### config.mk
export PLATFORM = sky130hd
export DESIGN_NAME = two_bit_counter
export DESIGN_NICKNAME = d
export VERILOG_FILES = /design/src/rtl/two_bit_counter_pkg.sv /design/src/rtl/two_bit_counter_next.sv /design/src/rtl/two_bit_counter.sv
export SDC_FILE = /design/constraint.sdc
export NUM_CORES = 1
export LEC_CHECK = 0
export BUFFER_PORTS_ARGS = -buffer_cell sky130_fd_sc_hd__buf_2
export CAP_MARGIN = 20
export CORE_AREA = 2 2 39 41
export CTS_CLUSTER_DIAMETER = 50
export CTS_CLUSTER_SIZE = 28
export DETAILED_ROUTE_END_ITERATION = 10
export DIE_AREA = 0 0 41 43
export GPL_TIMING_DRIVEN = 0
export HOLD_SLACK_MARGIN = 0.08
export PLACE_DENSITY = 0.35
export SLEW_MARGIN = 20
export SYNTH_ARGS = -nofsm -noshare
export SYNTH_HDL_FRONTEND = slang
export SYNTH_SLANG_ARGS = --single-unit
export TNS_END_PERCENT = 20
### constraint.sdc
create_clock -name Clk -period 1.7 [get_ports Clk]
set_input_delay 0.255 -clock Clk [delete_from_list [all_inputs] [get_ports Clk]]
set_output_delay 0.255 -clock Clk [all_outputs]
set_load 0.02 [all_outputs]
### src/rtl/two_bit_counter_pkg.sv
`default_nettype none
// ----------------------------------------------------------------------------
// two_bit_counter_pkg : count modes and Gray-ring successor for two_bit_counter
// Rev 1.0
// ----------------------------------------------------------------------------
package two_bit_counter_pkg;

  localparam int unsigned COUNT_W = 2;

  typedef enum logic [1:0] {
    MODE_UP   = 2'b00,
    MODE_DOWN = 2'b01,
    MODE_GRAY = 2'b10,
    MODE_HOLD = 2'b11
  } mode_e;

  // Ring order 00 -> 01 -> 11 -> 10 -> 00; any value is a valid entry point.
  function automatic logic [COUNT_W-1:0] gray_next(input logic [COUNT_W-1:0] cur);
    logic [COUNT_W-1:0] nxt;
    case (cur)
      2'b00:   nxt = 2'b01;
      2'b01:   nxt = 2'b11;
      2'b11:   nxt = 2'b10;
      default: nxt = 2'b00;
    endcase
    return nxt;
  endfunction

endpackage
`default_nettype wire

### src/rtl/two_bit_counter_next.sv
`default_nettype none
// ----------------------------------------------------------------------------
// two_bit_counter_next : combinational next-state for the 2-bit counter
// Rev 1.0
// ----------------------------------------------------------------------------
module two_bit_counter_next
  import two_bit_counter_pkg::*;
(
  input  logic [COUNT_W-1:0] count,
  input  logic               en,
  input  logic [1:0]         select,
  output logic [COUNT_W-1:0] count_next
);

  always_comb begin
    count_next = count;
    if (en) begin
      case (mode_e'(select))
        MODE_UP:   count_next = count + 2'd1;
        MODE_DOWN: count_next = count - 2'd1;
        MODE_GRAY: count_next = gray_next(count);
        default:   count_next = count;
      endcase
    end
  end

endmodule
`default_nettype wire

### src/rtl/two_bit_counter.sv
`default_nettype none
// ----------------------------------------------------------------------------
// two_bit_counter : 2-bit up/down/Gray/hold counter with registered match flag
// Rev 1.0
// ----------------------------------------------------------------------------
module two_bit_counter
  import two_bit_counter_pkg::*;
#(
  parameter logic [COUNT_W-1:0] RESET_VALUE = 2'b00
) (
  input  logic               Clk,
  input  logic               Reset,
  input  logic               En,
  input  logic [1:0]         select,
  input  logic [COUNT_W-1:0] Counter_Out,
  output logic               out1
);

  logic [COUNT_W-1:0] count_q;
  logic [COUNT_W-1:0] count_d;
  logic               out1_q;
  logic               out1_d;

  two_bit_counter_next u_next (
    .count      (count_q),
    .en         (En),
    .select     (select),
    .count_next (count_d)
  );

  // Compare against the value being loaded, so the flag lines up with the new count.
  always_comb begin
    out1_d = En & (count_d == Counter_Out);
  end

  always_ff @(posedge Clk) begin
    if (!Reset) begin
      count_q <= RESET_VALUE;
      out1_q  <= 1'b0;
    end else begin
      count_q <= count_d;
      out1_q  <= out1_d;
    end
  end

  assign out1 = out1_q;

endmodule
`default_nettype wire

==> metrics.md, run 1 <==
| Metric | Value |
|---|---|
| Finished Cell Area | roughly 340 µm² |
| Tightest Hold Check Type | input port to flip-flop |
| LEAKAGE | about 0.15 nW |
| Critical Path Sink Type | flip-flop |
| Hold Fails Final Rpt | 0 |
| Period minus WS final | about 1.6 ns |
| Wire per inst | roughly 9.4 µm |
| Overall Global Routing Usage | between 7 and 8% |
| Overall power | approximately 0.28 mW |
| Skew final | between 0.008 and 0.009 ns |
| Post-synth EDFFs | 0 |
| H-tree levels | 1 |
| Site Rows | 14 |
| Flops & latches, synth | 3 |
| # IOs | 8 |
| Crit Path Class | flip-flop to flip-flop |
| # setup viols final | 0 |
| ANT cells | 0 |
| Worst slew pin tran | 0.220 ns |
| Final period utilization | between 90% and 100% |
| Share of cells above drive strength 1 | about 41% |
| ANT nets after route | 0 |
| Sink Count | 3 |
| Largest net degree at the start of global routing | 7 |
| Crit path launch | count_q[0]$_SDFF_PN0_ |
| Slew margin rel. | between 80% and 90% |
| Synth cell types | 18 |
| Root Buffer | clkbuf_4 |
| Post-DP Area | 307 µm² |
| Syn Nets | 41 |
| CP bufs+invs | 1 |
| Via Count | about 240 |
| # hold bufs at CTS | 0 |
| GRT Residual Overflow | 0 |
| Ys flop type | dfxtp_1 |
| DP HPWL | roughly 410 µm |
| Max-slew violation count | 0 |
| Routability cong. | slightly below 0.7 |
| Nets | between 50 and 60 |
| Main area contributors after synthesis | dfxtp_1 (24%), ha_1 (20%), xnor2_1 (7.0%) |
| Max Cap Viol | 0 |
| Largest stage delay, worst path | about 0.37 ns |
| # DRC | 0 |
| Area of the mapped netlist | ~250 µm² |
| Delay-heaviest family, CP | flip-flops |
| Cell taking the most area after synthesis | dfxtp_1 |
| IR drop worst, VDD | roughly 0.12 mV |
| Die ar. | 1760 µm² |
| Post-synth top area share | a little under a quarter |
| Synth async-reset ratio | 0% |
| Die Y | ~43 µm |
| First-pass GRT wire length | about 860 µm |
| Final Util | around a quarter |
| RSZ-0062 raised after global routing | false |
| CTS tree | built |
| Min-delay src | Reset |
| Final WL | around 540 µm |
| CP Launch Type | flip-flop |
| Starting DRT DRC Count | 1 |
| CP arrival | 1.77 ns |
| Core area | 1380 µm² |
| Commonest cells in the synthesized netlist | ha_1 (4), nand2_1 (4), dfxtp_1 (3) |
| P&R area growth vs syn | 36.8% |
| Outcome | finished, final reports clean |
| Clock latency on the worst-skew pair | between 0.2 and 0.25 ns |
| Vias in the first global route | about 250 |
| Seq/Total Area, Yosys | between 20% and 30% |
| RR Startpoint | count_q[0]$_SDFF_PN0_ |
| Via-per-instance ratio | approximately 4.2 |
| Syn avg cell area | ~8.4 µm² |
| Initial antenna violation count | 0 |
| Worst Path Required | 1.86 ns |
| CP Cell Sequence | inv_1 -> ha_1 -> nor2b_2 -> xnor2_1 -> a31oi_2 -> xor2_1 -> nor3_2 |
| Clock-pin slew on the worst setup and hold paths | roughly 0.04 ns |
| Crit path max fanout | 6 |
| Fmax | between 600 and 700 MHz |
| Starting Density | about 18% |
| Setup bufs post-CTS | 0 |
| Pwr dens | a little over 800 nW/µm² |
| Port Buf Inserts | 7 |
| First-pass DRT Iterations | 3 |
| CTS Buf Count | 3 |
| Die width | 41 µm |
| Synthesis Warnings | 0 |
| Post-Syn Instances | 30 |
| Crit-path slowest cell | dfxtp_4 |
| Clk buf depth | 2 |
sequential cells by signal, indices dropped and copies added, names as in the netlist:
| signal | count |
|---|---|
| count_q | 2 |
| out1 | 1 |
worst register-to-register path: cells and delay by family (launching register included):
kind,cells,cell delay [ns]
compound gates,1,0.12
xor+xnor,2,0.35
flops,1,0.37
fa+ha+maj,1,0.30
buf+inv,1,0.07
simple gates,2,0.32
through the flow:
stage	TNS, ns	std cells	hold WS, ns	worst slack [ns]
after floorplan	0	30	0.391	0.139
after global placement	-0.0109	53	0.506	-0.0109
after detailed placement	-0.0106	53	0.516	-0.0106
after CTS	0	57	0.271	0.0506
after global routing	0	57	0.276	0.00441
final	0	57	0.264	0.0901
timing repair:
| action | 4_1_cts | 5_1_grt |
|---|---|---|
| hold endpoints to repair | 0 | 0 |
| gates cloned | 0 | 0 |
| pin swaps | 0 | 2 |
| setup endpoints to repair | 1 | 1 |
| gates resized for setup | 1 | 3 |
routing by layer:
layer,routed length (µm),global-route usage (%)
met5,0,0
met4,0,8.00
met3,19,2.09
met2,311,11.3
met1,205,7.03
final timing paths:
path	to	cells after the start	slack, ns
setup reg to reg	out1$_SDFF_PN0_	7	0.09
setup / recovery	out1$_SDFF_PN0_	7	0.09
hold reg to reg	count_q[0]$_SDFF_PN0_	2	0.52
hold / removal	count_q[1]$_SDFF_PN0_	2	0.26
logic make-up after synthesis:
| kind of cell | Yosys count | share of synthesized area, % |
|---|---|---|
| flops | 3 | 23.9 |
| compound gates | 7 | 19.4 |
| fa+ha+maj | 4 | 19.9 |
| simple gates | 11 | 23.4 |
| xor+xnor | 3 | 10.4 |
| buf+inv | 2 | 2.99 |
area by class of cell:
type / count / area [µm²]
fill: 168 / 1040
multi-input combinational: 25 / 190
sequential: 3 / 65.1
timing repair buffer: 7 / 35.0
clock buffer: 4 / 26.3
tap: 16 / 20.0
inverter: 2 / 7.51
layout by cell type (no fill, tap or decap), drive strengths merged, types with 2 or more instances in the layout:
cell and count:
clkbuf 4, nor2 2, dfxtp 3, inv 2, nand3 2, nand2 4
ha 4, o21ai 2, buf 7, xnor2 2
power breakdown:
| part | internal, mW | switching, mW |
|---|---|---|
| combinational | 0.0326 | 0.0362 |
| sequential | 0.0769 | 0.00624 |
| clock | 0.0883 | 0.0415 |
| total | 0.198 | 0.0839 |
Note: power is estimated with default switching activity, not from simulation.
==> run 2, diff against run 1 <==
Settings changed: PLACE_DENSITY 0.35 to 0.34.
Clock period 1.7 ns to 2 ns, I/O delays scaled along.
==> metrics.md, run 2 (synthesis results as in run 1) <==
| Metric | Value |
|---|---|
| RSZ-0062 raised after global routing | false (unchanged) |
| Initial antenna violation count | 0 (unchanged) |
| Pwr dens | 708 nW/µm² (was 819 nW/µm²) |
| Cells resized by post-CTS repair | 0 (was 1) |
| Nets | 53 (unchanged) |
| DP HPWL | 412 µm (was 413 µm) |
| Fin cells | 57 (unchanged) |
| Final period utilization | 86.6% (was 94.7%) |
| Max FFs per register | 2 (unchanged) |
| Outcome | finished, final reports clean (unchanged) |
| Commonest non-fill, non-tap cells in the layout | buf_2 (7), nand2_1 (4), ha_1 (4) (unchanged) |
| Sequential power share | 29.9% (was 29.5%) |
| Combinational power share | 24.0% (was 24.4%) |
| ANT cells | 0 (unchanged) |
| Placed insts | 53 (unchanged) |
| Area of the multi-input gates | 184 µm² (was 190 µm²) |
| Die Y | 43 µm (unchanged) |
| Max Cap Viol | 0 (unchanged) |
| R2r setup slk | 0.27 ns (was 0.09 ns) |
| Tightest Hold Check Type | input port to flip-flop (unchanged) |
| Port Buf Inserts | 7 (unchanged) |
| Hold path cells | 2 (unchanged) |
| Final setup TNS | 0 ns (unchanged) |
| Slew margin rel. | 82.1% (was 85.2%) |
| GRT Residual Overflow | 0 (unchanged) |
| Worst Path Required | 2.12 ns (was 1.86 ns) |
| Fmax | 577 MHz (was 621 MHz) |
| ANT nets after route | 0 (unchanged) |
| Starting DRT DRC Count | 5 (was 1) |
| Overall Global Routing Usage | 7.01% (was 7.41%) |
| Most used routing layer | met2 (unchanged) |
| Via Count | 230 (was 238) |
| CTS Buf Count | 3 (unchanged) |
| Commonest non-fill, non-tap cell in the layout | buf_2 (unchanged) |
| IR drop worst, VDD | 0.129 mV (was 0.115 mV) |
| CP Launch Type | flip-flop (unchanged) |
| Fillers | 161 (was 168) |
| Worst Hold Path EP | count_q[1]$_SDFF_PN0_ (unchanged) |
| Overall power | 0.236 mW (was 0.282 mW) |
| Die ar. | 1760 µm² (unchanged) |
| Min Hold Slack | 0.323 ns (was 0.264 ns) |
| Worst slew pin tran | 0.266 ns (was 0.220 ns) |
| Routability cong. | 0.698 (was 0.686) |
| Sequential cell area | 60.1 µm² (was 65.1 µm²) |
| Vias in the first global route | 197 (was 245) |
| # setup viols final | 0 (unchanged) |
| LEAKAGE | 0.145 nW (was 0.147 nW) |
| Via-per-instance ratio | 4.04 (was 4.18) |
| Skew final | 0.00458 ns (was 0.00838 ns) |
| Crit path max fanout | 6 (unchanged) |
| First-pass GRT wire length | 786 µm (was 855 µm) |
| # hold bufs at CTS | 0 (unchanged) |
| Min-delay src | Reset (unchanged) |
| Hold Fails Final Rpt | 0 (unchanged) |
| Period minus WS final | 1.73 ns (was 1.61 ns) |
| R2R cell count | 7 (unchanged) |
| # IOs | 8 (unchanged) |
| Crit Path Class | flip-flop to flip-flop (unchanged) |
| P&R area growth vs syn | 32.3% (was 36.8%) |
| CTS tree | built (unchanged) |
| Core area | 1380 µm² (unchanged) |
| Pint | 0.166 mW (was 0.198 mW) |
| Final Util | 24.1% (was 24.9%) |
| Clock power share | 46.1% (about the same) |
| Critical Path Sink Type | flip-flop (unchanged) |
| Root Buffer | clkbuf_4 (unchanged) |
| Max-slew violation count | 0 (unchanged) |
| Final WL | 513 µm (was 535 µm) |
| Clock-pin slew on the worst setup and hold paths | 0.04 ns (about the same) |
| Clock latency on the worst-skew pair | 0.24 ns (about the same) |
| # DRC | 0 (unchanged) |
| RR Startpoint | count_q[0]$_SDFF_PN0_ (unchanged) |
| Net Sw Frac | 29.4% (was 29.8%) |
| Met1 GRT Util | 7.99% (was 7.03%) |
| Die width | 41 µm (unchanged) |
| H-tree levels | 1 (unchanged) |
| Starting Density | 18.2% (unchanged) |
| Reg with most FFs | count_q (unchanged) |
| CP arrival | 1.86 ns (was 1.77 ns) |
| Sink Count | 3 (unchanged) |
| Site Rows | 14 (unchanged) |
| Clk buf depth | 2 (unchanged) |
| Largest net degree at the start of global routing | 7 (unchanged) |
| Share of cells above drive strength 1 | 34.1% (was 41.5%) |
| Met3 global-route usage | 3.14% (was 2.09%) |
| M2 GR Usage | 9.38% (was 11.3%) |
| Setup bufs post-CTS | 0 (unchanged) |
| Wire per inst | 9.00 µm (was 9.39 µm) |
| Reg2reg end | out1$_SDFF_PN0_ (unchanged) |
| Sw power | 0.0693 mW (was 0.0839 mW) |
| First-pass DRT Iterations | 4 (was 3) |
run 2: per-stage QoR:
step                      cell area [µm²]  setup WS, ns
after detailed placement              307         0.282
after floorplan                       251         0.439
after global placement                307         0.284
final                                 333         0.268
after CTS                             333         0.265
after global routing                  333         0.172
run 2: worst max-delay path by stage:
stage	from	end	slack, ns	cells after the start
6_report	count_q[0]$_SDFF_PN0_	out1$_SDFF_PN0_	0.27	7
3_5_place_dp	count_q[0]$_SDFF_PN0_	out1$_SDFF_PN0_	0.28	7
4_1_cts	count_q[0]$_SDFF_PN0_	out1$_SDFF_PN0_	0.26	7
5_1_grt	count_q[0]$_SDFF_PN0_	out1$_SDFF_PN0_	0.17	7
3_3_place_gp	count_q[0]$_SDFF_PN0_	out1$_SDFF_PN0_	0.28	7
2_1_floorplan	count_q[0]$_SDFF_PN0_	out1$_SDFF_PN0_	0.44	7
run 2: power groups by stage:
| stage | sequential [mW] | combinational [mW] | clock [mW] |
|---|---|---|---|
| floorplan | 0.0713 | 0.0375 | 0 |
| global placement | 0.0714 | 0.0547 | 0 |
| detailed placement | 0.0713 | 0.0566 | 0 |
| CTS | 0.0706 | 0.0568 | 0.114 |
| global route | 0.0710 | 0.0633 | 0.119 |
| finish | 0.0705 | 0.0565 | 0.109 |
run 2: worst max-delay path, cell delays in order, from the launching register on:
cell     delay [ns]
dfxtp_1        0.43
inv_1          0.12
ha_1           0.30
nor2b_2        0.16
xnor2_1        0.12
a31oi_1        0.23
xor2_1         0.19
nor3_2         0.06
run 2: per-layer routing:
layer / wire (µm) / part of all wire (%) / vias to the layer above
met3: 6 / 1.2 / 2
li1: - / - / 124
met2: 262 / 51 / 3
met4: 17 / 3.3 / 0
met5: 0 / 0 / -
met1: 227 / 44 / 101
run 2: area by class of cell:
type                       count  area share (%)
multi-input combinational     25            55.3
sequential                     3            18.0
timing repair buffer           7            10.5
clock buffer                   4            7.89
tap                           16            6.02
inverter                       2            2.26
